$ cat config.mk
export PLATFORM = sky130hd
export DESIGN_NAME = pwm_shadow_cmp
export DESIGN_NICKNAME = d
export VERILOG_FILES = /design/src/rtl/pwm_pkg.sv /design/src/rtl/pwm_deadtime.sv /design/src/rtl/pwm_shadow_cmp.sv
export SDC_FILE = /design/constraint.sdc
export NUM_CORES = 1
export LEC_CHECK = 0
export BUFFER_PORTS_ARGS = -buffer_cell sky130_fd_sc_hd__clkbuf_2
export CAP_MARGIN = 20
export CORE_ASPECT_RATIO = 1.75
export CORE_MARGIN = 5
export CORE_UTILIZATION = 53
export DETAILED_ROUTE_END_ITERATION = 12
export HOLD_SLACK_MARGIN = 0.12
export PLACE_DENSITY = 0.87
export SLEW_MARGIN = 20
export SYNTH_ARGS = -nofsm -noshare
export SYNTH_HDL_FRONTEND = slang
export SYNTH_HIERARCHICAL = 1
export SYNTH_SLANG_ARGS = --single-unit
export TNS_END_PERCENT = 10
$ cat constraint.sdc
create_clock -name clk -period 2.7 [get_ports clk]
set_input_delay 0.27 -clock clk [delete_from_list [all_inputs] [get_ports clk]]
set_output_delay 0.27 -clock clk [all_outputs]
set_load 0.01 [all_outputs]
$ cat src/rtl/pwm_pkg.sv
// Shared types and default sizing for the PWM shadow-compare block.
// No logic; the package is imported by the top and by the dead-time generator.
package pwm_pkg;

  localparam int PWM_WIDTH = 8;
  localparam int PWM_DT    = 2;

  typedef enum logic [1:0] {
    IDLE = 2'd0,
    SYNC = 2'd1,
    RUN  = 2'd2
  } pwm_state_e;

endpackage

$ cat src/rtl/pwm_deadtime.sv
// Dead-time generator: turns the raw compare into a non-overlapping complementary pair.
// Latency: a falling edge follows raw by 1 clk, and a rising edge follows the other output's fall by DT clk.
// Backpressure: none; a raw pulse that ends within the dead-time is swallowed.
module pwm_deadtime
  import pwm_pkg::*;
#(
  parameter int WIDTH = PWM_WIDTH,
  parameter int DT    = PWM_DT
) (
  input  logic clk,
  input  logic reset,
  input  logic raw,
  input  logic run,
  output logic p,
  output logic n
);

  // Counts cycles that both outputs have spent low since the last fall.
  logic [WIDTH-1:0] gap;

  always_ff @(posedge clk or posedge reset) begin
    if (reset) begin
      p   <= 1'b0;
      n   <= 1'b0;
      gap <= '0;
    end else if (!run) begin
      p   <= 1'b0;
      n   <= 1'b0;
      gap <= '0;
    end else if (p && !raw) begin
      p   <= 1'b0;
      gap <= '0;
    end else if (n && raw) begin
      n   <= 1'b0;
      gap <= '0;
    end else if (!p && !n) begin
      // Both outputs are low: the side raw selects rises only once DT low cycles have elapsed.
      if (int'(gap) + 1 >= DT) begin
        p   <= raw;
        n   <= !raw;
        gap <= '0;
      end else begin
        gap <= gap + WIDTH'(1);
      end
    end
  end

endmodule

$ cat src/rtl/pwm_shadow_cmp.sv
// PWM compare with a double-buffered duty; defining DEADTIME_EN routes the outputs through pwm_deadtime.
// Latency: pwm_out follows cnt by one clk, and a new duty first governs the period that starts at cnt == 0.
// Backpressure: duty_ready stays low while the shadow holds a value that has not yet been applied.
module pwm_shadow_cmp
  import pwm_pkg::*;
#(
  parameter int WIDTH = PWM_WIDTH
`ifdef DEADTIME_EN
  , parameter int DT = PWM_DT
`endif
) (
  input  logic             clk,
  input  logic             reset,
  input  logic [WIDTH-1:0] cnt,
  input  logic [WIDTH-1:0] period,
  input  logic             enable,
  input  logic [WIDTH-1:0] duty_in,
  input  logic             duty_valid,
  output logic             duty_ready,
  output logic             update_ack,
  output logic             period_tick,
  output logic             pwm_out,
  output logic             pwm_n
);

  logic [WIDTH-1:0] shadow;
  logic [WIDTH-1:0] active_duty;
  logic [WIDTH-1:0] last_cnt;
  logic             shadow_full;
  logic             accept;
  logic             cmp;
  pwm_state_e       state;

  // A period of 0 means the full 2^WIDTH modulus, so the subtraction is allowed to wrap.
  assign last_cnt    = period - WIDTH'(1);
  assign period_tick = enable && (cnt == last_cnt);
  assign accept      = duty_valid && duty_ready;
  assign cmp         = cnt < active_duty;

  // The shadow is applied only on the last count, so a running period is never cut short.
  always_ff @(posedge clk or posedge reset) begin
    if (reset) begin
      shadow      <= '0;
      active_duty <= '0;
      shadow_full <= 1'b0;
      duty_ready  <= 1'b0;
      update_ack  <= 1'b0;
    end else begin
      update_ack <= 1'b0;
      if (period_tick && shadow_full) begin
        active_duty <= shadow;
        shadow_full <= 1'b0;
        duty_ready  <= 1'b1;
        update_ack  <= 1'b1;
      end else if (accept) begin
        shadow      <= duty_in;
        shadow_full <= 1'b1;
        duty_ready  <= 1'b0;
      end else begin
        duty_ready  <= !shadow_full;
      end
    end
  end

  always_ff @(posedge clk or posedge reset) begin
    if (reset) begin
      state <= IDLE;
    end else if (!enable) begin
      state <= IDLE;
    end else begin
      case (state)
        IDLE:    state <= SYNC;
        SYNC:    if (period_tick) state <= RUN;
        RUN:     state <= RUN;
        default: state <= IDLE;
      endcase
    end
  end

`ifdef DEADTIME_EN
  logic run;

  assign run = enable && (state == RUN);

  pwm_deadtime #(
    .WIDTH (WIDTH),
    .DT    (DT)
  ) u_deadtime (
    .clk   (clk),
    .reset (reset),
    .raw   (cmp),
    .run   (run),
    .p     (pwm_out),
    .n     (pwm_n)
  );
`else
  always_ff @(posedge clk or posedge reset) begin
    if (reset) begin
      pwm_out <= 1'b0;
      pwm_n   <= 1'b0;
    end else if (enable && (state == RUN)) begin
      pwm_out <= cmp;
      pwm_n   <= !cmp;
    end else begin
      pwm_out <= 1'b0;
      pwm_n   <= 1'b0;
    end
  end
`endif

endmodule

# After elaboration in Yosys (flattened, before gate mapping)
# Index checks and enable logic that the tools add are counted.
# totals
regBits	23
out_inout_bits	5
# classes
addsub	1
order_cmp	1
n_eq_ne	4
n_mux	10
n_bitwise	1
n_reduce_logical	9
# ops
cell	count
$eq A8 B8 Y1	1
$lt A8 B8 Y1	1
$sub A8 B1 Y8 const B	1
$mux W1	7
$pmux W2 S3	1
$logic_and A1 B1 Y1	4
$mux W2	2
$ne A3 B3 Y1 const B	1
$eq A2 B1 Y1 const B	1
$eq A2 B2 Y1 const B	1
$logic_not A1 Y1	2
$logic_not A2 Y1	1
$reduce_and A2 Y1	1
$reduce_bool A2 Y1	1
$not A1 Y1	1

# Logic depth before layout (Yosys ltp)
# Gate-level depths: netlist of run 1.
# logic_depth
ltp_word	6
ltp_mapped	10
ltp_nobuf	8

# Least setup slack after synthesis of run 1
# OpenSTA, ideal clock, no wires.
# synth_path
path_kind	input port to flip-flop
from	input period[0]
to	register shadow[0]
arrival_ns	2.490
required_time_ns	2.575
path_slack_ns	0.085
cell_stages	10
n_path_buf	2
cell_sequence	inv_1 > ha_1 > buf_2 > o21ba_1 > a221oi_2 > a41oi_1 > or4_1 > buf_2 > o311ai_4 > mux2_2
# synth_via
elab_chain_cells	6
# synth_lines
item	line	rtl
from (decl)	pwm_shadow_cmp.sv:15	input logic [WIDTH-1:0] period,
$sub A8 B1 Y8	pwm_shadow_cmp.sv:35	assign last_cnt = period - WIDTH'(1);
$eq A8 B8 Y1	pwm_shadow_cmp.sv:36	assign period_tick = enable && (cnt == last_cnt);
$logic_and A1 B1 Y1	pwm_shadow_cmp.sv:36	
$logic_and A1 B1 Y1	pwm_shadow_cmp.sv:50	if (period_tick && shadow_full) begin
$not A1 Y1 (no line)	--	
$reduce_and A2 Y1 (no line)	--	
to (signal assigned)	pwm_shadow_cmp.sv:56	shadow <= duty_in;
to (decl)	pwm_shadow_cmp.sv:26	logic [WIDTH-1:0] shadow;
# Every way passes these cells.
# A chain may end at the register's enable or synchronous reset.

# Worst setup path in the final report of run 1
# layout_path
from	input period[0]
to	output period_tick
# layout_via
elab_chain_cells	3
# layout_lines
item	line	rtl
$sub A8 B1 Y8	pwm_shadow_cmp.sv:35	
$eq A8 B8 Y1	pwm_shadow_cmp.sv:36	
$logic_and A1 B1 Y1	pwm_shadow_cmp.sv:36	
to (decl)	pwm_shadow_cmp.sv:21	output logic period_tick,
# Every way passes these cells.

==> reports/metrics.yaml, run 1 <==
die-area_um2: 3790
synthesis.nets: 163
outcome: "complete, no violations"
dpl_cell_area_um2: 1660
cts_root_buf: "clkbuf_8"
grt_pass1_vias: 1145
drt_iter0_markers: 12
irDropWorstVdd_v: 0.000552
drive_gt1_frac: 0.398
clock_path_buffers: 2
ant_nets: 0
dpl.hpwl_um: 2270
synth_flop_cell: "dfrtp_1"
max_stage_delay_ns: 0.60
hold_viol: 0
row_count: 24
path_max_fanout: 4
dieHeight_um: 77.8
cts_buffers: 3
ys_warn_count: 6
cts_sinks: 23
powerDensity_nw_per_um2: 626
firstDrtPassIters: 3
leakage_nw: 0.852
synth_cell_type_count: 35
top_layer: "met4"
required_ns: 2.43
synthArstFlopShare: 1.00
gp_congestion: 0.890
cts_tree: "yes"
synth_seq_cells: 23
die_w_um: 48.8
wl_met2_um: 1480
core_um2: 2520
clk_latency_ns: 0.26
vias: 1017
dr_wl_met3_um: 116
drc: 0
yosysTopAreaCell: "dfrtp_1"
htreeDepth: 1
fin_crit_sh: 0.960
max_slew_margin: 0.453
synth_top_area_frac: 0.413
synth_cells: 124
hold_path_class: "input port to asynchronous set/reset pin"
ios: 33
portBuffers: 32
place_inst: 188
track_usage: 0.154
finClkSkew_ns: 0.00105
wl_met1_um: 971
instances_no_fill: 192
seq_area_frac_synth: 0.413
worst_pin_slew_ns: 0.820
synth.avg_cell_area_um2: 11.2
crit_type: "input port to primary output"
finalCriticalPeriod_ns: 2.59
report.final.slew_viol_count: 0
clkSlewWorstSetupHoldPaths_ns: 0.07
drv_cap: 0
fill_cells: 187
start_util: 0.552
cp-end-kind: "primary output"
path_cells: "clkbuf_2 > inv_1 > ha_2 > o21ba_1 > a221oi_2 > a41oi_1 > or4_4 > or3b_4 > inv_1 > clkbuf_2"
grt_pass1_wl_um: 4750
crit_arrival_ns: 2.32
yosys-top-cells-count: "dfrtp_1, mux2_2, inv_1, ha_1, nand2_1"
synth_most_common_cell: "dfrtp_1"
critPathSlowestCell: "or4_4"
fin_area_um2: 1720
grt_overflow: 0
syn_to_final_growth_pct: 23.2
fmax_ghz: 0.386
synth-edff-count: 0
grt_max_degree: 24
setup_violations: 0
rsz0062_at_grt: "false"
drt-total-wl_um: 2620
layout.nets: 206
cp-start-kind: "input port"
vias_per_cell: 5.30
netlist_area_um2: 1390
antenna_cells: 0
antenna_found_initial: 0
yosys-top-cells-area: "dfrtp_1, mux2_2, ha_1"
wl_per_cell_um: 13.6
## layout by cell type, fill, tap and decap left out, drive strengths merged, types with 2 or more instances in the layout
cell type and instances:
a21o 5, mux2 16, nor3 3, nand3 2, buf 8, xnor2 4
nor2 5, clkbuf 35, nor2b 2, xor2 5, ha 11, nand2 8
mux2i 2, a21oi 5, inv 13, dfrtp 23
## logic make-up (layout without fill, tap and decap cells)
group / after synthesis / after routing / synth area share
compound gates: 21 / 21 / 0.127
buf+inv: 15 / 57 / 0.0422
flops: 23 / 23 / 0.413
simple gates: 26 / 26 / 0.102
xor+xnor: 10 / 10 / 0.0728
fa+ha+maj: 11 / 11 / 0.0988
mux: 18 / 18 / 0.144
## per-stage QoR
stage	utilization	power [mW]	setup TNS [ns]	setup slack, ns	hold WS [ns]
after floorplan	-	0.754	0	0.0852	0.272
after global placement	0.658	0.850	-0.0310	-0.0310	0.435
after detailed placement	0.658	0.884	-1.36	-0.121	0.462
after CTS	0.678	1.09	0	0.00248	0.178
after global routing	0.680	1.16	0	0.0109	0.224
final	0.680	1.07	0	0.107	0.145
## timing repair
action / CTS / global route
gates resized for setup: 1 / 2
pin swaps: 1 / 1
setup buffers: 0 / 0
hold buffers: 0 / 0
endpoints found under the setup margin: 1 / 1
## registers in the layout, summed over array words and instances, names as in the netlist
signal / count
active_duty: 8
duty_ready: 1
pwm_n: 1
pwm_out: 1
shadow: 8
shadow_full: 1
state: 2
update_ack: 1
## layer usage
| layer | vias up | GRT usage |
|---|---|---|
| met5 | - | 0 |
| met4 | 0 | 0.0728 |
| met3 | 6 | 0.0268 |
| met2 | 26 | 0.296 |
| met1 | 467 | 0.154 |
| li1 | 518 | - |
## report_power, final
group          switching, mW  internal, mW  leakage [nW]
Sequential            0.0645         0.451         0.295
Combinational          0.159         0.198         0.531
Clock                 0.0987         0.103        0.0255
Total                  0.323         0.751         0.852
## critical path: cells and delay by family
family          cells  cell delay [ns]
compound gates      3             0.54
fa+ha+maj           1             0.20
buf+inv             4             0.31
simple gates        2             1.00
## worst paths after layout
| check | from | endpoint | slack, ns | cells past startpoint |
|---|---|---|---|---|
| min in group clk | duty_in[7] | shadow[7] | 0.22 | 2 |
| min | reset | shadow[6] | 0.15 | 2 |
| max | period[0] | period_tick | 0.11 | 10 |
| min reg2reg | shadow[7] | shadow[7] | 0.49 | 1 |
| max in group asynchronous | reset | shadow[1] | 2.05 | 2 |
| max reg2reg | active_duty[5] | pwm_n | 1.17 | 7 |
## cell type report
type                            instances  area (µm²)  share of cell area
Sequential cell                        23         576               0.336
Multi-Input combinational cell         86         767               0.447
Clock buffer                            3        41.3              0.0241
Inverter                               13        48.8              0.0284
Clock inverter                          1        5.00             0.00292
Timing Repair Buffer                   40         245               0.143
Tap cell                               26        32.5              0.0190
Note: power is estimated with default switching activity, not from simulation.
==> inputs of run 2 (changes only) <==
CELL_PAD_IN_SITES_DETAIL_PLACEMENT = 0   (was default)
CELL_PAD_IN_SITES_GLOBAL_PLACEMENT = 2   (was default)
CORE_UTILIZATION = 36   (was 53)
GPL_ROUTABILITY_DRIVEN = 0   (was default)
PLACE_DENSITY = 0.91   (was 0.87)
clock period = 3.4 ns   (was 2.7 ns; I/O delays follow)
==> reports/metrics.yaml, run 2 (same netlist as run 1, synthesis figures left out) <==
setup_violations: 0
critPathSlowestCell: "or4_1"
timing.hold.ws_ns: 0.223
hold_buffers: 0
grt_max_degree: 24
finalCriticalPeriod_ns: 3.05
clk_latency_ns: 0.26
clkSlewWorstSetupHoldPaths_ns: 0.08
cts_sinks: 23
cp-start-kind: "input port"
cts_buffers: 3
crit_arrival_ns: 2.71
dieHeight_um: 92.3
cts_resized: 0
ios: 33
drive_gt1_frac: 0.358
fmax_ghz: 0.328
path_cells: "clkbuf_2 > inv_1 > ha_1 > o21ba_1 > a221oi_2 > a41oi_1 > or4_1 > or3b_2 > inv_1 > clkbuf_2"
pre_cts_slack_ns: 0.315
finalPower_mw: 0.835
fin_crit_sh: 0.897
final_util: 0.433
vias_per_cell: 4.76
die-area_um2: 5260
leakage_nw: 0.808
vias: 986
wl_per_cell_um: 12.5
row_count: 30
cts_tree: "yes"
drv_cap: 0
post_cts_buffers: 0
report.final.slew_viol_count: 0
start_util: 0.364
ant_nets: 0
cts_root_buf: "clkbuf_8"
required_ns: 3.06
rrSetupSlack_ns: 1.78
syn_to_final_growth_pct: 19.0
crit_type: "input port to primary output"
die_w_um: 57.0
layout.nets: 199
dpl_cell_area_um2: 1610
hold_viol: 0
core_um2: 3830
reg_top3: "active_duty x8, shadow x8, state x2"
cp-end-kind: "primary output"
track_usage: 0.105
rsz0062_at_grt: "false"
finClkSkew_ns: 0.00537
max_stage_delay_ns: 0.68
dpl.hpwl_um: 2260
grt_pass1_vias: 1013
final_common_cell: "clkbuf_2"
max_slew_margin: 0.423
firstDrtPassIters: 4
drt-total-wl_um: 2590
portBuffers: 32
drt_iter0_markers: 4
worst_pin_slew_ns: 0.864
powerDensity_nw_per_um2: 504
instances_no_fill: 207
antenna_found_initial: 0
grt_overflow: 0
final_cell_mix: "clkbuf_2, dfrtp_1, mux2_2"
place_inst: 203
outcome: "complete, no violations"
drc: 0
fin_area_um2: 1660
tns_ns: 0
hold_path_class: "input port to asynchronous set/reset pin"
htreeDepth: 1
clock_path_buffers: 2
irDropWorstVdd_v: 0.000302
critPathBufInv: 4
fin_ws_ns: 0.350
grt_pass1_wl_um: 4350
path_max_fanout: 7
antenna_cells: 0
cpLargestDelayFamily: "simple AND/OR/NAND/NOR gates"
[run 2: final cells by class]
| type | instances | area [µm²] |
|---|---|---|
| fill | 395 | 2170 |
| clock buffer | 3 | 41.3 |
| inverter | 13 | 48.8 |
| tap | 48 | 60.1 |
| multi-input combinational | 86 | 758 |
| sequential | 23 | 576 |
| clock inverter | 1 | 5.00 |
| timing repair buffer | 33 | 168 |
[run 2: layer usage]
| metal | routed length, µm | up-vias | share of wire | GRT usage |
|---|---|---|---|---|
| met2 | 1430 | 19 | 0.55 | 0.192 |
| met4 | 29 | 0 | 0.011 | 0.0464 |
| li1 | - | 501 | - | - |
| met5 | 0 | - | 0 | 0 |
| met3 | 104 | 2 | 0.040 | 0.0197 |
| met1 | 1030 | 464 | 0.40 | 0.112 |
[run 2: worst paths after layout]
check / start / end / cells past startpoint
setup / recovery: period[0] / period_tick / 10
hold / removal: reset / shadow[2] / 2
setup reg to reg: shadow_full / shadow[0] / 3
hold reg to reg: shadow[7] / shadow[7] / 1
max in group asynchronous: reset / duty_ready / 2
min in group clk: duty_in[7] / shadow[7] / 2
[run 2: power breakdown]
group	leakage (nW)	internal, mW	switching [mW]	total (mW)
clock	0.0255	0.0816	0.0841	0.166
sequential	0.295	0.357	0.0500	0.408
combinational	0.487	0.142	0.120	0.262
